<file path="src/rtl/ps2_pkg.sv">
// PS/2 keyboard shared types and scan-code constants.
// Latency: n/a (package only).
// Backpressure: none.
package ps2_pkg;

    typedef enum logic [1:0] {
        IDLE   = 2'd0,
        DATA   = 2'd1,
        PARITY = 2'd2,
        STOP   = 2'd3
    } frame_state_t;

    localparam logic [7:0] PS2_EXT       = 8'hE0;
    localparam logic [7:0] PS2_BRK       = 8'hF0;
    localparam logic [7:0] CAPS_CODE_DEF = 8'h58;

endpackage

</file>
<file path="src/rtl/ps2_rx_frame.sv">
// PS/2 serial frame receiver: sync, clock filter, 11-bit frame FSM, parity check, watchdog.
// Latency: rx_valid/frame_err one clk after the stop-bit fall_stb cycle.
// Backpressure: none; the consumer must accept rx_valid whenever it pulses.
// Ports: clk, rst_n, ps2_clk/ps2_data (raw pins) -> rx_valid, rx_byte, frame_err, busy.
module ps2_rx_frame
    import ps2_pkg::*;
#(
    parameter int FILT_LEN = 4,
    parameter int TIMEOUT  = 50000
) (
    input  logic       clk,
    input  logic       rst_n,
    input  logic       ps2_clk,
    input  logic       ps2_data,
    output logic       rx_valid,
    output logic [7:0] rx_byte,
    output logic       frame_err,
    output logic       busy
);

    localparam int TW = $clog2(TIMEOUT + 1);

    logic [1:0]          clk_sync;
    logic [1:0]          data_sync;
    logic [FILT_LEN-1:0] filt_sr;
    logic                filt_clk;
    logic                filt_clk_d;
    logic                fall_stb;
    logic                data_bit;
    logic                timeout;
    frame_state_t        state;
    logic [2:0]          bitcnt;
    logic [7:0]          shreg;
    logic                par_bit;
    logic [TW-1:0]       timer;

    assign fall_stb = filt_clk_d & ~filt_clk;
    assign data_bit = data_sync[1];
    assign busy     = (state != IDLE);
    // A falling edge arriving in the timeout cycle keeps the frame alive.
    assign timeout  = (state != IDLE) && !fall_stb && (timer == TW'(TIMEOUT));

    // Synchronisers and clock filter; idle-high line so everything resets to 1.
    always_ff @(posedge clk or negedge rst_n) begin
        if (!rst_n) begin
            clk_sync   <= 2'b11;
            data_sync  <= 2'b11;
            filt_sr    <= '1;
            filt_clk   <= 1'b1;
            filt_clk_d <= 1'b1;
        end else begin
            clk_sync   <= {clk_sync[0], ps2_clk};
            data_sync  <= {data_sync[0], ps2_data};
            filt_sr    <= {filt_sr[FILT_LEN-2:0], clk_sync[1]};
            // Hysteresis: only a unanimous window changes the filtered clock.
            if (&filt_sr) begin
                filt_clk <= 1'b1;
            end else if (filt_sr == '0) begin
                filt_clk <= 1'b0;
            end
            filt_clk_d <= filt_clk;
        end
    end

    // Watchdog: measures the gap since the last falling edge inside a frame.
    always_ff @(posedge clk or negedge rst_n) begin
        if (!rst_n) begin
            timer <= '0;
        end else if (fall_stb || state == IDLE) begin
            timer <= '0;
        end else if (timer != TW'(TIMEOUT)) begin
            timer <= timer + TW'(1);
        end
    end

    always_ff @(posedge clk or negedge rst_n) begin
        if (!rst_n) begin
            state     <= IDLE;
            bitcnt    <= '0;
            shreg     <= '0;
            par_bit   <= 1'b0;
            rx_valid  <= 1'b0;
            rx_byte   <= '0;
            frame_err <= 1'b0;
        end else begin
            rx_valid  <= 1'b0;
            frame_err <= 1'b0;
            if (timeout) begin
                state     <= IDLE;
                frame_err <= 1'b1;
            end else if (fall_stb) begin
                case (state)
                    IDLE: begin
                        if (!data_bit) begin
                            state  <= DATA;
                            bitcnt <= '0;
                        end
                    end
                    DATA: begin
                        shreg  <= {data_bit, shreg[7:1]};
                        bitcnt <= bitcnt + 3'd1;
                        if (bitcnt == 3'd7) begin
                            state <= PARITY;
                        end
                    end
                    PARITY: begin
                        par_bit <= data_bit;
                        state   <= STOP;
                    end
                    STOP: begin
                        state <= IDLE;
                        // Odd parity over data+parity and a high stop bit.
                        if (data_bit && (^{par_bit, shreg})) begin
                            rx_valid <= 1'b1;
                            rx_byte  <= shreg;
                        end else begin
                            frame_err <= 1'b1;
                        end
                    end
                    default: state <= IDLE;
                endcase
            end
        end
    end

endmodule

</file>
<file path="src/rtl/ps2_kbd_ctrl.sv">
// PS/2 keyboard controller: frame receive plus scan-code decode with hardware Caps Lock.
// Latency: intp/ps2_byte/ext_key/caps_flg update 2 clk after the stop-bit fall_stb cycle.
// Backpressure: none; frames arrive far slower than the 2-cycle decode path.
// Ports: clk, rst_n, ps2_clk, ps2_data -> ps2_byte, ext_key, caps_flg, intp, frame_err, busy.
module ps2_kbd_ctrl
    import ps2_pkg::*;
#(
    parameter int         FILT_LEN  = 4,
    parameter int         TIMEOUT   = 50000,
    parameter logic [7:0] CAPS_CODE = CAPS_CODE_DEF
) (
    input  logic       clk,
    input  logic       rst_n,
    input  logic       ps2_clk,
    input  logic       ps2_data,
    output logic [7:0] ps2_byte,
    output logic       ext_key,
    output logic       caps_flg,
    output logic       intp,
    output logic       frame_err,
    output logic       busy
);

    logic       rx_valid;
    logic [7:0] rx_byte;
    logic       brk;
    logic       ext;
    logic       caps_held;

    ps2_rx_frame #(
        .FILT_LEN (FILT_LEN),
        .TIMEOUT  (TIMEOUT)
    ) u_rx (
        .clk       (clk),
        .rst_n     (rst_n),
        .ps2_clk   (ps2_clk),
        .ps2_data  (ps2_data),
        .rx_valid  (rx_valid),
        .rx_byte   (rx_byte),
        .frame_err (frame_err),
        .busy      (busy)
    );

    always_ff @(posedge clk or negedge rst_n) begin
        if (!rst_n) begin
            ps2_byte  <= '0;
            ext_key   <= 1'b0;
            caps_flg  <= 1'b0;
            intp      <= 1'b0;
            brk       <= 1'b0;
            ext       <= 1'b0;
            caps_held <= 1'b0;
        end else begin
            intp <= 1'b0;
            if (rx_valid) begin
                if (rx_byte == PS2_EXT) begin
                    ext <= 1'b1;
                end else if (rx_byte == PS2_BRK) begin
                    brk <= 1'b1;
                end else if (brk) begin
                    brk <= 1'b0;
                    ext <= 1'b0;
                    if (rx_byte == CAPS_CODE && !ext) begin
                        caps_held <= 1'b0;
                    end
                end else begin
                    ps2_byte <= rx_byte;
                    ext_key  <= ext;
                    intp     <= 1'b1;
                    ext      <= 1'b0;
                    // caps_held masks typematic repeats until the key is released.
                    if (rx_byte == CAPS_CODE && !ext && !caps_held) begin
                        caps_flg  <= ~caps_flg;
                        caps_held <= 1'b1;
                    end
                end
            end
        end
    end

endmodule

</file>
<file path="config.mk">
export PLATFORM = sky130hd
export DESIGN_NAME = ps2_kbd_ctrl
export DESIGN_NICKNAME = d
export VERILOG_FILES = /design/src/rtl/ps2_pkg.sv /design/src/rtl/ps2_rx_frame.sv /design/src/rtl/ps2_kbd_ctrl.sv
export SDC_FILE = /design/constraint.sdc
export NUM_CORES = 1
export LEC_CHECK = 0
export CAP_MARGIN = 40
export CORE_ASPECT_RATIO = 0.5
export CORE_MARGIN = 5
export CORE_UTILIZATION = 45
export DETAILED_ROUTE_END_ITERATION = 10
export HOLD_SLACK_MARGIN = 0.08
export MAX_ROUTING_LAYER = met4
export PLACE_DENSITY = 0.64
export SLEW_MARGIN = 20
export SYNTH_ARGS = -nofsm -noshare
export SYNTH_HDL_FRONTEND = slang
export SYNTH_SLANG_ARGS = --single-unit
</file>
<file path="constraint.sdc">
create_clock -name clk -period 2.1 [get_ports clk]
set_input_delay 0.525 -clock clk [delete_from_list [all_inputs] [get_ports clk]]
set_output_delay 0.525 -clock clk [all_outputs]
set_load 0.02 [all_outputs]
</file>
==> impl_metrics.yaml <==
critical_path:
  reg2reg_slack_ps: 140
  slowest_delay_ps: 400
  reg2regPathDepth: 4
  r2r-end: "ps2_byte[1]$_DFFE_PN0P_"
  cp_top_family: "buffers and inverters"
  crit_path_frequent_cell: "inv_1"
  cp_max_fo: 4
  end_kind: "output port"
  cp_num_buf_inv: 3
  crit_arrival_ps: 1450
  worstPathRequired_ps: 1570
  reg2reg_from: "u_rx.rx_byte[1]$_DFFE_PN0P_"
  critPathSlowestCell: "dfrtp_1"
  crit_chain: "inv_1 > ha_1 > inv_1 > dlygate4sd2_1"
  cp-start-kind: "flip-flop"
  critical_path_class: "flip-flop to output port"
  worstSetupStartpoint: "u_rx.state[0]$_DFFE_PN0P_"
yosys:
  syn_avg_cell_area_um2: 12.1
  synthesis.area_um2: 2840
  ys_seq_area_share_pct: 56.8
  syn_nets: 249
  synth_cell_types: 40
  synthCells: 236
  post-synth-top-area-fraction_pct: 47.5
  synth.area.top_cells: "dfrtp_1 (48%), mux2_2 (9.9%), dfstp_2 (9.2%)"
  synth_top_area_cell: "dfrtp_1"
  ys_ff_latch: 64
  yosys_warnings: 0
placed_design:
  dpl-instance-area_um2: 3120
  io_buffers: 16
  dpl.cell_count: 338
  dp_hpwl_um: 3360
  post-place-ws_ps: 74.0
  gp_congestion: 0.767
min_path:
  holdPathStages: 0
  hp-start: "u_rx.clk_sync[0]$_DFF_PN1_"
  hp-class: "flip-flop to flip-flop"
  holdPathEnd: "u_rx.clk_sync[1]$_DFF_PN1_"
sta:
  max_slew_margin_pct: 66.2
  skew_ps: 4.77
  max_freq_ghz: 0.506
  rsz0062_at_grt: "no"
  whs_ps: 354
  finalSetupViolations: 0
  period_share_pct: 94.2
  fin_crit_ps: 1980
  hold_violations: 0
  tightestPinTransition_ps: 506
  setup_tns_ps: 0
  maxSlewViolCount: 0
  setup_ws_ps: 122
detailed_routing:
  drt-met1-wl_um: 2280
  wl_met3_um: 197
  finalWirelength_um: 4860
  drt-pass1-iter-count: 4
  num_vias: 1768
  vias_per_cell: 4.98
  top_layer_used: "met4"
  post_drt_wl_per_cell_um: 13.7
  drt_iter0_drc: 78
  wl_met2_um: 2320
  ant_nets: 0
  drc: 0
cts:
  ctsHtreeMaxLevel: 3
  cts_tree: "yes"
  clkLatencyLatePin_ps: 330
  post_cts_buffers: 0
  cts_root_buf: "clkbuf_16"
  cts-buffers-inserted: 9
  clk_pin_slew_ps: 50
  clockBufferDepth: 2
  clock_sinks: 64
layout:
  stdcell_area_um2: 3420
  utilization_pct: 56.0
  areaGrowthSynthToFinish_pct: 20.2
  nFillCells: 503
  nets: 275
  drive_above_1_share_pct: 22.5
  num_antenna_cells: 0
  fin_cells: 355
  multiInputGateArea_um2: 1170
  ff_latch_area_um2: 1610
global_route:
  grt_pass1_vias: 1862
  grt_max_degree: 38
  overflow: 0
  antenna_found_initial: 0
  grt_pass1_wl_um: 8950
  grtUsageTotal_pct: 15.0
floorplanning:
  fp-row-count: 20
  io_pins: 17
  die_h_um: 66.2
  die_area_um2: 8110
  start_util_pct: 46.6
  design.core.area_um2: 6110
  dieWidth_um: 122
power:
  p_per_area_nw_per_um2: 1080
  total_power_mw: 3.68
  ir_drop_mv: 0.648
  p_leak_nw: 1.58
run:
  drv_cap: 0
outcome:
  status: "completed"
[what timing repair did]
item | in CTS | in global routing
resized for setup | 1 | 1
hold buffers | 1 | 0
hold endpoints to repair | 3 | 0
gates cloned | 0 | 0
setup endpoints to repair | 1 | 2
[registers in the layout (all words and copies together) (netlist names), 2 cells and up]
register and count:
u_rx.state 2, u_rx.bitcnt 3, u_rx.data_sync 2, u_rx.rx_byte 8
u_rx.filt_sr 4, ps2_byte 8, u_rx.clk_sync 2, u_rx.timer 16
u_rx.shreg 8
[per-layer routing]
metal  vias to the layer above  track usage, %
met2                        19            22.5
met5                         -               -
met4                         0            4.32
li1                        859               -
met3                         7            7.26
met1                       883            18.0
[worst register-to-register path, delay by kind of cell, from the launching register on]
| family | cells | cell delay [ps] |
|---|---|---|
| AOI/OAI and AO/OA | 1 | 370 |
| DFF | 1 | 380 |
| muxes | 1 | 350 |
| and+or+nand+nor | 2 | 740 |
[worst max-delay path by stage]
stage | endpoint | slack [ps] | cells past startpoint
2_1_floorplan | ext_key$_DFFE_PN0P_ | 200 | 5
3_5_place_dp | ps2_byte[1]$_DFFE_PN0P_ | 70 | 4
5_1_grt | busy | 30 | 4
6_report | busy | 120 | 4
4_1_cts | ps2_byte[1]$_DFFE_PN0P_ | 70 | 4
3_3_place_gp | ps2_byte[0]$_DFFE_PN0P_ | 110 | 4
[final cells by class]
type	count	area share, %
timing repair buffer	21	6.04
clock buffer	13	7.90
sequential	64	47.2
tap	88	3.22
inverter	10	1.10
multi-input combinational	156	34.1
clock inverter	3	0.439
[layout by cell type (no fill, tap or decap), types with 4 or more instances in the layout]
cell / instances
dfrtp_1: 54
mux2_2: 25
nor2_1: 21
nand2_1: 17
xor2_1: 14
clkdlybuf4s50_1: 14
inv_1: 10
nand3_1: 10
dfstp_2: 10
ha_1: 9
clkbuf_16: 9
a21oi_1: 8
xnor2_1: 6
nor2b_1: 4
o21ai_0: 4
[logic make-up after synthesis]
kind of cell	share of synthesized area (%)
fa+ha+maj	3.96
mux	9.90
flops	56.8
compound gates	4.40
buf+inv	2.42
xor+xnor	7.52
simple gates	15.0
[cells in the mapped netlist (all sizes together)]
cell type	n
dfrtp	54
mux2	25
nor2	21
nand2	17
xor2	14
dfstp	10
inv	10
nand3	10
ha	9
a21oi	8
xnor2	7
nand2b	4
nand4	4
nor2b	4
o21ai	4
a31oi	3
buf	3
clkbuf	3
nand3b	3
nor3	3
a32oi	2
and3	2
nor3b	2
nor4	2
nor4b	2
o22ai	2
and4	1
and4b	1
o21bai	1
o31a	1
or2	1
or3	1
or4b	1
xnor3	1
[power breakdown]
part	leakage [nW]	internal (mW)	total [mW]	switching [mW]
sequential	0.844	1.37	1.50	0.137
clock	0.145	0.888	1.39	0.499
combinational	0.590	0.370	0.788	0.418
total	1.58	2.63	3.68	1.05
(Power assumes the default switching activity.)
